**src/rtl/div_req_pkg.sv**
```systemverilog
// Shared definitions for the divider request controller: state encoding,
// default timing parameters and the shared-counter width helper.
package div_req_pkg;

    typedef enum logic [2:0] {
        ST_IDLE  = 3'd0,
        ST_LOAD  = 3'd1,
        ST_START = 3'd2,
        ST_WAIT  = 3'd3,
        ST_DONE  = 3'd4
    } state_t;

    localparam int DEF_START_CYCLES   = 10;
    localparam int DEF_TIMEOUT_CYCLES = 255;

    // The counter is loaded with (cycles - 1), so it must hold max(cycles) - 1.
    function automatic int cnt_width(input int start_cycles, input int timeout_cycles);
        int m;
        m = (start_cycles > timeout_cycles) ? start_cycles : timeout_cycles;
        return (m < 2) ? 1 : $clog2(m);
    endfunction

    localparam int DEF_CNT_W = cnt_width(DEF_START_CYCLES, DEF_TIMEOUT_CYCLES);

endpackage

```
**src/rtl/sat_sub.sv**
```systemverilog
// Saturating signed subtractor: y = clamp(a - b) to the W-bit two's complement range.
module sat_sub #(
    parameter int W = 14
) (
    input  logic signed [W-1:0] a,
    input  logic signed [W-1:0] b,
    output logic signed [W-1:0] y
);

    localparam logic signed [W-1:0] MAX_POS = {1'b0, {(W-1){1'b1}}};
    localparam logic signed [W-1:0] MIN_NEG = {1'b1, {(W-1){1'b0}}};

    logic [W:0] diff;

    always_comb begin
        diff = {a[W-1], a} - {b[W-1], b};
        // The top two bits disagree only when the true result left the W-bit range.
        if (diff[W] != diff[W-1]) begin
            y = diff[W] ? MIN_NEG : MAX_POS;
        end else begin
            y = diff[W-1:0];
        end
    end

endmodule

```
**src/rtl/div_request_ctrl.sv**
```systemverilog
// Divider handshake initiator: forms sat(setpoint - sample), drives start,
// captures the result on a valid rising edge. Optional watchdog: DIV_TIMEOUT_EN.
//
// state | meaning
// IDLE  | waiting for an enabled sample strobe
// LOAD  | operands registered, zero-error check
// START | o_start held high for START_CYCLES cycles
// WAIT  | waiting for a fresh i_valid rising edge (watchdog if enabled)
// DONE  | o_result_valid pulse cycle
module div_request_ctrl
    import div_req_pkg::*;
#(
    parameter int DATA_SIZE      = 14,
    parameter int REMAINDER_SIZE = 8,
    parameter int START_CYCLES   = DEF_START_CYCLES,
    parameter int TIMEOUT_CYCLES = DEF_TIMEOUT_CYCLES
) (
    input  logic                      i_clock,
    input  logic                      i_reset,
    input  logic                      i_enable,
    input  logic [DATA_SIZE-1:0]      i_setpoint,
    input  logic [DATA_SIZE-1:0]      i_sample,
    input  logic                      i_sample_valid,
    output logic [DATA_SIZE-1:0]      o_reference,
    output logic [DATA_SIZE-1:0]      o_error,
    output logic                      o_start,
    input  logic [DATA_SIZE-1:0]      i_quotient,
    input  logic [REMAINDER_SIZE-1:0] i_remainder,
    input  logic                      i_valid,
    output logic [DATA_SIZE-1:0]      o_quotient,
    output logic [REMAINDER_SIZE-1:0] o_remainder,
    output logic                      o_result_valid,
    output logic                      o_zero_error,
    output logic                      o_drop,
    output logic                      o_busy,
    output logic                      o_timeout
);

    localparam int CNT_W = cnt_width(START_CYCLES, TIMEOUT_CYCLES);
    localparam logic [CNT_W-1:0] START_LOAD = CNT_W'(START_CYCLES - 1);

    state_t               state;
    logic [CNT_W-1:0]     cnt;
    logic                 valid_prev;
    logic [DATA_SIZE-1:0] error_next;
    logic                 valid_edge;

`ifdef DIV_TIMEOUT_EN
    localparam logic [CNT_W-1:0] TIMEOUT_LOAD = CNT_W'(TIMEOUT_CYCLES - 1);
    logic timeout_q;
    assign o_timeout = timeout_q;
`else
    assign o_timeout = 1'b0;
`endif

    sat_sub #(.W(DATA_SIZE)) u_err_sub (
        .a (i_setpoint),
        .b (i_sample),
        .y (error_next)
    );

    assign valid_edge = i_valid & ~valid_prev;
    assign o_busy     = (state != ST_IDLE);

    always_ff @(posedge i_clock or posedge i_reset) begin
        if (i_reset) begin
            state          <= ST_IDLE;
            cnt            <= '0;
            valid_prev     <= 1'b0;
            o_reference    <= '0;
            o_error        <= '0;
            o_start        <= 1'b0;
            o_quotient     <= '0;
            o_remainder    <= '0;
            o_result_valid <= 1'b0;
            o_zero_error   <= 1'b0;
            o_drop         <= 1'b0;
`ifdef DIV_TIMEOUT_EN
            timeout_q      <= 1'b0;
`endif
        end else begin
            o_drop         <= i_sample_valid & ((state != ST_IDLE) | ~i_enable);
            o_zero_error   <= 1'b0;
            o_result_valid <= 1'b0;
`ifdef DIV_TIMEOUT_EN
            timeout_q      <= 1'b0;
`endif
            case (state)
                ST_IDLE: begin
                    if (i_sample_valid && i_enable) begin
                        o_reference <= i_setpoint;
                        o_error     <= error_next;
                        state       <= ST_LOAD;
                    end
                end
                ST_LOAD: begin
                    if (o_error == '0) begin
                        o_zero_error <= 1'b1;
                        state        <= ST_IDLE;
                    end else begin
                        o_start    <= 1'b1;
                        cnt        <= START_LOAD;
                        valid_prev <= 1'b0;
                        state      <= ST_START;
                    end
                end
                ST_START: begin
                    // Tracking i_valid here makes an edge during START (or a level
                    // already high on entry to WAIT) look stale to the WAIT detector.
                    valid_prev <= i_valid;
                    if (cnt == '0) begin
                        o_start <= 1'b0;
                        state   <= ST_WAIT;
`ifdef DIV_TIMEOUT_EN
                        cnt     <= TIMEOUT_LOAD;
`endif
                    end else begin
                        cnt <= cnt - 1'b1;
                    end
                end
                ST_WAIT: begin
                    valid_prev <= i_valid;
                    if (valid_edge) begin
                        o_quotient     <= i_quotient;
                        o_remainder    <= i_remainder;
                        o_result_valid <= 1'b1;
                        state          <= ST_DONE;
                    end
`ifdef DIV_TIMEOUT_EN
                    else if (cnt == '0) begin
                        timeout_q <= 1'b1;
                        state     <= ST_IDLE;
                    end else begin
                        cnt <= cnt - 1'b1;
                    end
`endif
                end
                ST_DONE: begin
                    state <= ST_IDLE;
                end
                default: begin
                    state <= ST_IDLE;
                end
            endcase
        end
    end

endmodule

```
**config.mk**
```make
export PLATFORM = sky130hd
export DESIGN_NAME = div_request_ctrl
export DESIGN_NICKNAME = d
export VERILOG_FILES = /design/src/rtl/div_req_pkg.sv /design/src/rtl/sat_sub.sv /design/src/rtl/div_request_ctrl.sv
export SDC_FILE = /design/constraint.sdc
export NUM_CORES = 1
export LEC_CHECK = 0
export ABC_AREA = 1
export BUFFER_PORTS_ARGS = -buffer_cell sky130_fd_sc_hd__clkbuf_2
export CAP_MARGIN = 20
export CORE_MARGIN = 2
export CORE_UTILIZATION = 52
export DETAILED_ROUTE_END_ITERATION = 8
export PLACE_DENSITY_LB_ADDON = 0.25
export SLEW_MARGIN = 20
export SYNTH_ARGS = -nofsm -noshare
export SYNTH_HDL_FRONTEND = slang
export SYNTH_SLANG_ARGS = --single-unit
```
**constraint.sdc**
```tcl
create_clock -name i_clock -period 2.1 [get_ports i_clock]
set_clock_uncertainty 0.05 [all_clocks]
set_input_delay 0.21 -clock i_clock [delete_from_list [all_inputs] [get_ports i_clock]]
set_output_delay 0.21 -clock i_clock [all_outputs]
set_load 0.1 [all_outputs]
```
# --- After elaboration in Yosys (flattened, before gate mapping) ---
# Index checks and enable logic that the tools add are counted.
totals:
  reg_bits: 66
  output_inout_bits: 56
  wordCells: 60
op_classes:
  n_eq_ne: 9
  mux: 19
  n_reduce_logical: 14
  n_addsub: 2
  bitwise: 5
ops:
  columns: ["operator", "n"]
  rows:
  - ["14-bit two-way mux", 2]
  - ["8-bit two-way mux", 2]
  - ["8-bit case mux with 2 select lines", 1]
  - ["14-bit by 14-bit subtractor with 15-bit output", 1]
  - ["14-bit logical NOT", 1]
  - ["3-bit case mux with 4 select lines", 1]
  - ["2-bit != test (second input constant)", 5]
  - ["3-bit two-way mux", 3]
  - ["3-bit AND reduction", 3]
  - ["8-bit logical NOT", 1]
  - ["8-bit by 1-bit subtractor with 8-bit output (second input constant)", 1]
  - ["1-bit two-way mux", 7]
  - ["3-bit by 2-bit == test with 1-bit output (second input constant)", 2]
  - ["2-bit AND reduction", 3]
  - ["1-bit case mux with 2 select lines", 2]
  - ["2-bit nonzero test", 2]
  - ["3-bit by 1-bit == test with 1-bit output (second input constant)", 1]
  - ["3-bit logical NOT", 1]
  - ["3-bit nonzero test", 1]
  - ["1-bit bitwise AND", 2]
  - ["2-bit two-way mux", 1]
  - ["1-bit NOT", 2]
  - ["2-bit OR reduction", 1]
  - ["1-bit logical AND", 1]
  - ["other kinds (2)", 2]

# --- Depth between registers and ports, before layout ---
# Gate-level depths: netlist (run 1).
depth:
  depth_word: 4
  ltp_mapped: 14
  mapped_depth_nobuf: 13

# --- Modules after synthesis ---
# From an unflattened synthesis (run 1), not the netlist that was laid out.
hier_totals:
  hier_cells: 476
  area_unflattened_um2: 3803.6
by_module_without_submodules:
  columns: ["module", "instances", "area_per_inst_um2", "seq_area_each_um2", "cells_each"]
  rows:
  - ["div_request_ctrl", 1, 2851.5, 1651.6, 294]
  - ["sat_sub", 1, 952.2, 0.0, 182]

# --- Least setup slack after synthesis (run 1) ---
# No wires, ideal clock.
synth_path:
  path_type: "register to register"
  from: "reg o_error[3]"
  to: "reg cnt[3]"
  required_ps: 1918
  path_buffers: 0
  setup_ps: 132
  path_stages_with_launch: 10
  path_slack_ps: 97
  arrival_time_ps: 1821
  path_cell_list: "dfrtp_1 > inv_1 > nand4_1 > nor3_1 > nand3_1 > nand2_1 > nand2_2 > nand2_1 > nand2_1 > nand3_1"
synth_between:
  elab_chain_len: 3
synth_lines:
  columns: ["element", "line_no", "text"]
  rows:
  - ["start: declaration", "div_request_ctrl.sv:25", "output logic [DATA_SIZE-1:0] o_error,"]
  - ["start signal: assignment", "div_request_ctrl.sv:92", "o_error <= error_next;"]
  - ["14-bit logical NOT", "div_request_ctrl.sv:97", "if (o_error == '0) begin"]
  - ["2-bit != test (no line)", null, null]
  - ["3-bit AND reduction (no line)", null, null]
  - ["end signal: assignment", "div_request_ctrl.sv:118", "cnt <= cnt - 1'b1;"]
  - ["end: declaration", "div_request_ctrl.sv:43", "logic [CNT_W-1:0] cnt;"]
# No other way between the ends.
# A chain may end at the register's enable or synchronous reset.

# --- Final worst setup path (run 1) ---
layout_path:
  from: "reg cnt[0]"
  to: "reg cnt[2]"
layout_between:
  elab_chain_len: 3
layout_lines:
  columns: ["element", "line_no"]
  rows:
  - ["8-bit by 1-bit subtractor with 8-bit output or 8-bit logical NOT (tied branches)", "div_request_ctrl.sv:118, div_request_ctrl.sv:111"]
  - ["8-bit two-way mux or 2-bit != test (tied branches)", null]
  - ["8-bit case mux with 2 select lines or 3-bit AND reduction (tied branches)", null]
# Several ways; a longest one is shown, not always the timed one. The select of a mux whose other input is x is not followed.

==> results.txt, run 1 <==
# DRC = 0
n_diodes = 0
status = finished clean
largest net degree at the start of global routing = 53
mux cell area share after synthesis = 3.62%
CTS tree = done
Critical Path RT = 2.29 ns
Synth area leaders = dfrtp_1 (44%), nand2_1 (17%), inv_1 (7.7%), ha_1 (5.4%), mux2_2 (3.6%)
Tmin final = 1.85 ns
DP Area = 4420 um2
RSZ-0062 raised after global routing = no
hold depth = 3
critical path endpoint category = register
vias in the first global route = 3326
global-route wire length before repair = 13900 um
Synth Area in Compound Gates = 6.81%
final cycle utilization of the critical path = 88.3%
final wirelength = 8400 um
Syn Nets = 550
post-synth cell types = 31
Final Cell Area = 4720 um2
Max FO, Critical Path = 10
simple-gate share of the synthesized area = 26.7%
IO Port Bufs = 109
sequential element share of the synthesized area = 44.3%
adder-cell share of the synthesized area = 5.90%
Worst Max-Slew Pin Slew = 0.668 ns
hold_sp = i_quotient[13]
Die Y = 88.7 um
Inserted Clock Buffers = 9
max-cap violations = 0
Final Hold Viols = 0
Post-CTS Setup Bufs = 0
Fill cells = 587
Max Slew Vio Count = 0
most frequent cells in the layout = nand2_1 (172), clkbuf_2 (109), inv_1 (76)
placer congestion estimate = 0.835
FF+latch count, synth = 66
Initial Util = 54.3%
die width = 88.7 um
XOR/XNOR Fraction of Synth Area = 3.05%
Placement Setup Slack = 0.0495 ns
final setup vio count = 0
via count = 3389
Longest Clk Path Bufs = 2
core box area = 6870 um2
CTS root buf = clkbuf_8
Setup CP Type = register to register
Synth Cell Area = 3730 um2
commonest non-fill, non-tap cell in the layout = nand2_1
worst r2r src = cnt[0]
drt initial violations = 139
Hold EP = o_quotient[13]
share of cells above drive strength 1 = 27.4%
post-cts resize count = 0
remaining global-route overflow = 0
nets = 676
clock sinks = 66
post-DP HPWL = 6300 um
Max Fclk = 539 MHz
first drt pass iteration count = 7
final worst slack = 0.245 ns
reg2reg end = cnt[2]
startpoint types = register
GRT Total Usage = 22.6%
Area Growth Syn to Fin = 26.6%
placement row count = 30
Routed Antenna Nets = 0
Slew headroom = 55.4%
crit path DAT = 2.05 ns
CTS HTree Levels = 3
setup_tns = 0 ns
I/O pins = 111
Yosys warning count = 0
Clk pin slew, worst setup/hold paths = 0.07 ns
Reg2Reg Depth = 9
Routed WL per cell = 11.9 um
largest family of logic cells by synthesized area = simple AND/OR/NAND/NOR gates
die area = 7870 um2
Synth Instances = 478
Hold Path Class = input pin to register
top cell type's share of synthesized area = 44.3%
initial antenna violation count = 0
Post-Syn Area per Cell = 7.81 um2
reg2reg setup slack = 0.25 ns
area leader, netlist = dfrtp_1
Worst-Skew Late Latency = 0.35 ns
drt via density = 4.81
## how the worst max path moves through the flow
stage                        endpoint  slack, ns            from
after floorplan                cnt[3]        0.1      o_error[3]
after global placement    o_error[10]       0.14   i_setpoint[0]
after detailed placement  o_error[12]       0.05  i_setpoint[13]
after CTS                      cnt[2]       0.24          cnt[0]
after global routing           cnt[3]       0.04          cnt[0]
final                          cnt[2]       0.25          cnt[0]
## synth_stat cells
cell type  count
nand2_1      172
inv_1         77
dfrtp_1       66
nor2_1        26
nand3_1       24
ha_1          16
a21oi_1       14
a21oi_2       12
mux2_2        12
o21ai_0        8
xor2_1         7
xnor2_1        6
clkbuf_1       5
nand4_1        5
nand2_2        3
nor3_1         3
nor4_1         3
buf_2          2
buf_6          2
inv_2          2
nand3_2        2
nor2_2         2
a21oi_4        1
a41oi_1        1
buf_4          1
conb_1         1
fa_1           1
nand3b_1       1
nor3_2         1
o22ai_1        1
o31ai_1        1
## registers in the layout, indices dropped and copies added (netlist names), 3 cells and up
| signal | count |
|---|---|
| o_quotient | 14 |
| o_error | 14 |
| cnt | 8 |
| state | 3 |
| o_reference | 14 |
| o_remainder | 8 |
## routing by layer
metal	routed length, um	track usage, %
met1	3520	25.8
met2	4270	40.6
met3	402	3.82
met4	202	10.9
met5	0	0
## final cells by class
cell class / instances / area, um2 / share of cell area, %
clock buffers: 10 / 128 / 2.70
inverters: 79 / 297 / 6.28
flip-flops and latches: 66 / 1650 / 35.0
repair buffers: 125 / 713 / 15.1
multi-input cells: 323 / 1720 / 36.5
well taps: 96 / 120 / 2.54
clock inverters: 6 / 90.1 / 1.91
## per-stage QoR
| stage | cells | hold slack [ns] | utilization, % |
|---|---|---|---|
| after global placement | 680 | 0.133 | 64.3 |
| after detailed placement | 680 | 0.138 | 64.3 |
| after global routing | 705 | 0.0123 | 68.8 |
| after CTS | 705 | 0.00137 | 68.8 |
| final | 705 | 0.00771 | 68.8 |
| after floorplan | 478 | 0.264 | - |
## worst max-delay path, cell delays in order, from the launching register on
cell,delay (ns)
dfrtp_1,0.36
inv_1,0.14
ha_1,0.17
inv_1,0.04
nor4_1,0.34
nor2_1,0.13
inv_2,0.15
nand2_2,0.16
a21oi_1,0.16
nor2_1,0.06
## cells by family after synthesis
kind of cell,count (synthesis)
flip-flops,66
other,1
multiplexers,12
AO/OA/AOI/OAI,38
XOR/XNOR,13
AND/OR/NAND/NOR,242
adder cells (fa/ha/maj),17
buffers and inverters,89
## timing repair
action,4_1_cts,5_1_grt
setup endpoints to repair,0,0
hold endpoints to repair,22,0
hold buffers,9,0
Power of run 1 is not shown: default switching activity piles up to over one toggle a cycle in this logic, so the estimate is an artifact.
==> run 2: changes to the inputs <==
--- a/config.mk
+++ b/config.mk
@@ -5,11 +5,10 @@
 export SDC_FILE = /design/constraint.sdc
 export NUM_CORES = 1
 export LEC_CHECK = 0
-export ABC_AREA = 1
 export BUFFER_PORTS_ARGS = -buffer_cell sky130_fd_sc_hd__clkbuf_2
 export CAP_MARGIN = 20
 export CORE_MARGIN = 2
-export CORE_UTILIZATION = 52
+export CORE_UTILIZATION = 51
 export DETAILED_ROUTE_END_ITERATION = 8
 export PLACE_DENSITY_LB_ADDON = 0.25
 export SLEW_MARGIN = 20
==> results.txt, run 2 <==
Synth Flop Type = dfrtp_1
die width = 87.1 um (-1.8%)
Longest Clk Path Bufs = 2 (unchanged)
largest family of logic cells by synthesized area = simple AND/OR/NAND/NOR gates
Final Cell Area = 4730 um2 (about the same)
startpoint types = input pin
simple-gate share of the synthesized area = 18.7% (-8.0 points)
top cell type's share of synthesized area = 46.9% (+2.6 points)
placement row count = 30 (unchanged)
Commonest cells post-synth = nand2_1 (95), dfrtp_1 (66), inv_1 (24)
Area Growth Syn to Fin = 34.1%
# DRC = 0 (unchanged)
status = finished clean
Setup CP Type = input pin to register
GRT Total Usage = 22.5% (-0.11 points)
CP Cell Sequence = clkbuf_2 > inv_2 > ha_4 > fa_2 > nand2b_4 > a21o_1 > a21oi_2 > o211a_1 > o2bb2ai_4 > buf_12 > buf_8 > a21oi_2 > o31ai_1
first drt pass iteration count = 4 (-3)
DP Area = 4390 um2 (-0.62%)
Max FO, Critical Path = 8 (-2)
die area = 7590 um2 (-3.5%)
final setup vio count = 0 (unchanged)
drt initial violations = 96 (-31%)
Critical Path RT = 2.30 ns (about the same)
Synth area leaders = dfrtp_1 (47%), nand2_1 (10%), ha_1 (5.7%), mux2_2 (3.8%), a21oi_1 (3.3%)
Hold Path Class = input pin to register
I/O pins = 111 (unchanged)
Max Slew Vio Count = 0 (unchanged)
CTS root buf = clkbuf_8
placed instance count = 578 (-15%)
mux cell area share after synthesis = 3.83% (+0.21 points)
Worst Max-Slew Pin Slew = 0.631 ns (-0.0361 ns)
EDFF count, synth = 0 (unchanged)
Inserted Clock Buffers = 9 (unchanged)
Clk pin slew, worst setup/hold paths = 0.08 ns (about the same)
Syn Nets = 453 (-18%)
vias in the first global route = 3078 (-7.5%)
Die Y = 87.1 um (-1.8%)
crit path DAT = 2.19 ns (+0.14 ns)
Synth Area in Compound Gates = 15.8% (+9.0 points)
clock sinks = 66 (unchanged)
Final Hold Viols = 0 (unchanged)
ys async rst share = 100% (unchanged)
largest net degree at the start of global routing = 45 (-15%)
share of cells above drive strength 1 = 38.4% (+11 points)
IO Port Bufs = 109 (unchanged)
nets = 595 (-12%)
post-DP HPWL = 6000 um (-4.8%)
XOR/XNOR Fraction of Synth Area = 3.73% (+0.68 points)
Crit path largest cell delay = 0.33 ns (-0.03 ns)
Regs by FF count = o_error x14, o_quotient x14, o_reference x14
via count = 3161 (-6.7%)
Synth Cell Area = 3520 um2 (-5.5%)
most frequent cells in the layout = clkbuf_2 (109), nand2_1 (95), dfrtp_1 (58)
Synth Instances = 381 (-20%)
CTS tree = done
global-route wire length before repair = 13400 um (-3.3%)
final std cells w/o fill = 608 (-14%)
drt via density = 5.20 (+8.2%)
Slew headroom = 57.8% (+2.4 points)
post-synth cell types = 52 (+68%)
count leader, synth = nand2_1
Initial Util = 52.2% (-2.2 points)
final cycle utilization of the critical path = 94.8% (+6.4 points)
Worst-Skew Late Latency = 0.34 ns (about the same)
placer congestion estimate = 0.846 (+1.4%)
post-layout util = 70.0% (+1.2 points)
Tmin final = 1.99 ns (+0.135 ns)
Routed WL per cell = 13.7 um (+15%)
max-cap violations = 0 (unchanged)
critical path endpoint category = register
commonest non-fill, non-tap cell in the layout = clkbuf_2
remaining global-route overflow = 0 (unchanged)
most used cell, CP = a21oi_2
Yosys warning count = 0 (unchanged)
initial antenna violation count = 0 (unchanged)
n_diodes = 0 (unchanged)
final wirelength = 8310 um (-1.1%)
core box area = 6760 um2 (-1.6%)
adder-cell share of the synthesized area = 6.25% (+0.35 points)
area leader, netlist = dfrtp_1
Routed Antenna Nets = 0 (unchanged)
FF+latch count, synth = 66 (unchanged)
Max Fclk = 503 MHz (-6.8%)
setup_tns = 0 ns (unchanged)
slowest CP cell = fa_2
sequential element share of the synthesized area = 46.9% (+2.6 points)
Post-Syn Area per Cell = 9.25 um2 (+19%)
CTS HTree Levels = 3 (unchanged)
[run 2: cell types whose count changed in the layout (fill, tap and decap cells not counted), sizes merged, moves of 3 or more]
cell	change
and2	+3
o21ai	+6
o31ai	+11
nor2b	+6
nand2	-79
nand3	-22
nand4	-3
nand2b	+4
inv	-54
nor2	-7
buf	+22
a31oi	+3
a21o	+7
xnor2	+3
[run 2: path summary, 6_finish.rpt]
path                                 from  slack [ns]        endpoint  cells after the start
hold / removal              i_quotient[4]       0.005   o_quotient[4]                      3
max in group asynchronous         i_reset        0.92  o_reference[3]                      4
min in group asynchronous         i_reset        0.42  o_quotient[12]                      3
hold reg to reg            o_quotient[13]        0.43  o_quotient[13]                      2
setup reg to reg                   cnt[4]        0.17          cnt[4]                      7
setup / recovery            i_setpoint[0]        0.11      o_error[8]                     13
[run 2: cells by family after synthesis]
| group | Yosys count |
|---|---|
| flops | 66 |
| simple gates | 152 |
| mux | 12 |
| xor+xnor | 15 |
| fa+ha+maj | 17 |
| buf+inv | 40 |
| other cells | 1 |
| compound gates | 78 |
[run 2: final cells by class]
class	count	area, um2
Inverter	25	93.8
Multi-Input combinational cell	275	1800
Timing Repair Buffer	146	892
Tap cell	80	100
Fill cell	551	2030
Sequential cell	66	1660
Clock buffer	11	141
Clock inverter	5	38.8
[run 2: repair_timing]
action / 4_1_cts / 5_1_grt
endpoints found under the hold margin: 34 / 0
hold buffers: 8 / 0
buffers inserted: 0 / 6
setup endpoints to repair: 0 / 7
gates resized for setup: 0 / 10
[run 2: critical path: cells and delay by family]
kind,cells,cell delay [ns]
simple gates,1,0.15
compound gates,6,0.96
fa+ha+maj,2,0.48
buf+inv,4,0.38
[run 2: metrics by stage]
stage	setup WS (ns)	hold WS, ns
2_1_floorplan	-0.00624	0.262
3_3_place_gp	-0.181	0.254
3_5_place_dp	-0.258	0.261
4_1_cts	0.0578	0.000398
5_1_grt	-0.00762	0.00804
6_report	0.110	0.00529
[run 2: routing by layer]
metal | up-vias | global-route usage [%] | part of all wire (%)
met4 | 0 | 9.93 | 1.9
met2 | 83 | 38.4 | 50
met3 | 16 | 2.94 | 4.3
met1 | 1484 | 28.5 | 44
li1 | 1578 | - | -
met5 | - | 0 | 0
Power of run 2 is left out for the same reason.
==> run 3: changes to the inputs <==
--- a/config.mk
+++ b/config.mk
@@ -10,7 +10,9 @@
 export CORE_MARGIN = 2
 export CORE_UTILIZATION = 51
 export DETAILED_ROUTE_END_ITERATION = 8
+export HOLD_SLACK_MARGIN = 0.03
 export PLACE_DENSITY_LB_ADDON = 0.25
+export SETUP_SLACK_MARGIN = 0.15
 export SLEW_MARGIN = 20
 export SYNTH_ARGS = -nofsm -noshare
 export SYNTH_HDL_FRONTEND = slang
==> results.txt, run 3 (synthesis gave the netlist of run 2 again) <==
Routed Antenna Nets = 0 (unchanged)
global-route wire length before repair = 14500 um (+7.6%)
CTS HTree Levels = 3 (unchanged)
Max FO, Critical Path = 7 (-1)
Die Y = 87.1 um (unchanged)
nets = 625 (+5.0%)
Critical Path RT = 2.30 ns (about the same)
GRT Total Usage = 24.4% (+1.9 points)
Regs by FF count = o_error x14, o_quotient x14, o_reference x14
I/O pins = 111 (unchanged)
Setup CP Type = input pin to register
commonest non-fill, non-tap cell in the layout = clkbuf_2
placer congestion estimate = 0.874 (+3.3%)
crit path DAT = 2.19 ns (about the same)
Area Growth Syn to Fin = 45.9%
initial antenna violation count = 0 (unchanged)
IO Port Bufs = 109 (unchanged)
drt initial violations = 109 (+14%)
via count = 3267 (+3.4%)
clock sinks = 66 (unchanged)
Initial Util = 52.2% (unchanged)
first drt pass iteration count = 4 (unchanged)
Max Slew Vio Count = 0 (unchanged)
Hold Path Class = input pin to register
CTS tree = done
n_diodes = 0 (unchanged)
Inserted Clock Buffers = 9 (unchanged)
Fill cells = 470 (-15%)
Tmin final = 1.98 ns (-0.00924 ns)
Slew headroom = 53.4% (-4.4 points)
status = finished clean
Worst Max-Slew Pin Slew = 0.698 ns (+0.0661 ns)
final cycle utilization of the critical path = 94.3% (-0.44 points)
core box area = 6760 um2 (unchanged)
Max Fclk = 505 MHz (+0.47%)
share of cells above drive strength 1 = 42.3% (+3.8 points)
vias in the first global route = 3211 (+4.3%)
Clk pin slew, worst setup/hold paths = 0.07 ns (about the same)
most frequent cells in the layout = clkbuf_2 (108), nand2_1 (95), dfrtp_1 (50)
max-cap violations = 0 (unchanged)
post-layout util = 76.1% (+6.2 points)
die area = 7590 um2 (unchanged)
Worst-Skew Late Latency = 0.34 ns (about the same)
Longest Clk Path Bufs = 2 (unchanged)
post-DP HPWL = 5960 um (-0.59%)
drt via density = 5.12 (-1.5%)
largest net degree at the start of global routing = 45 (unchanged)
remaining global-route overflow = 0 (unchanged)
placement row count = 30 (unchanged)
die width = 87.1 um (unchanged)
critical path endpoint category = register
Routed WL per cell = 13.9 um (+1.4%)
final setup vio count = 0 (unchanged)
RSZ-0062 raised after global routing = yes
CTS root buf = clkbuf_8
# DRC = 0 (unchanged)
startpoint types = input pin
Final Hold Viols = 0 (unchanged)
final wirelength = 8840 um (+6.4%)
[run 3: layout make-up]
type / instances / area [um2] / share of cell area, %
Clock buffer: 10 / 138 / 2.68
Inverter: 25 / 106 / 2.07
Sequential cell: 66 / 1670 / 32.5
Timing Repair Buffer: 176 / 1200 / 23.4
Clock inverter: 6 / 41.3 / 0.803
Tap cell: 80 / 100 / 1.95
Multi-Input combinational cell: 275 / 1880 / 36.6
[run 3: worst max-delay path, cell delays in order]
cell and delay, ns:
clkbuf_16 0.12, inv_12 0.03, ha_4 0.15, fa_2 0.34
nand2b_4 0.15, a21o_1 0.17, a21oi_2 0.14, o211a_1 0.21
o2bb2ai_4 0.20, clkbuf_16 0.21, a21oi_2 0.05, o31ai_2 0.20
[run 3: stage by stage]
stage	instance area (um2)	cells	setup WS, ns	hold slack, ns	TNS (ns)
after floorplan	3650	381	0.0118	0.262	0
after global placement	4450	583	-0.285	0.289	-3.53
after detailed placement	4450	583	-0.394	0.295	-4.37
after CTS	4990	631	0.132	0.0551	0
after global routing	5140	638	0.0450	0.0612	0
final	5140	638	0.119	0.0670	0
[run 3: path summary, 6_finish.rpt]
path | start | to | slack (ns) | depth (start not counted)
worst min register to register | o_quotient[0] | o_quotient[0] | 0.43 | 2
max in group asynchronous | i_reset | o_error[1] | 0.88 | 4
worst max-delay path | i_setpoint[0] | o_error[3] | 0.12 | 12
worst max register to register | cnt[4] | cnt[4] | 0.22 | 7
min in group asynchronous | i_reset | o_remainder[2] | 0.48 | 3
worst min-delay path | i_setpoint[12] | o_reference[12] | 0.07 | 2
[run 3: repair_timing]
action | in CTS | in global routing
endpoints found under the setup margin | 14 | 20
buffers inserted | 7 | 6
pin swaps | 6 | 10
hold buffers | 24 | 0
endpoints found under the hold margin | 55 | 0
gates cloned | 1 | 1
resized for setup | 6 | 19
[run 3: routing by layer]
metal / track usage [%] / vias up / part of all wire [%]
li1: - / 1632 / -
met1: 30.6 / 1518 / 43
met2: 40.9 / 95 / 50
met3: 4.27 / 22 / 4.3
met4: 11.7 / 0 / 3.1
met5: 0 / - / 0
Power of run 3 is left out for the same reason.
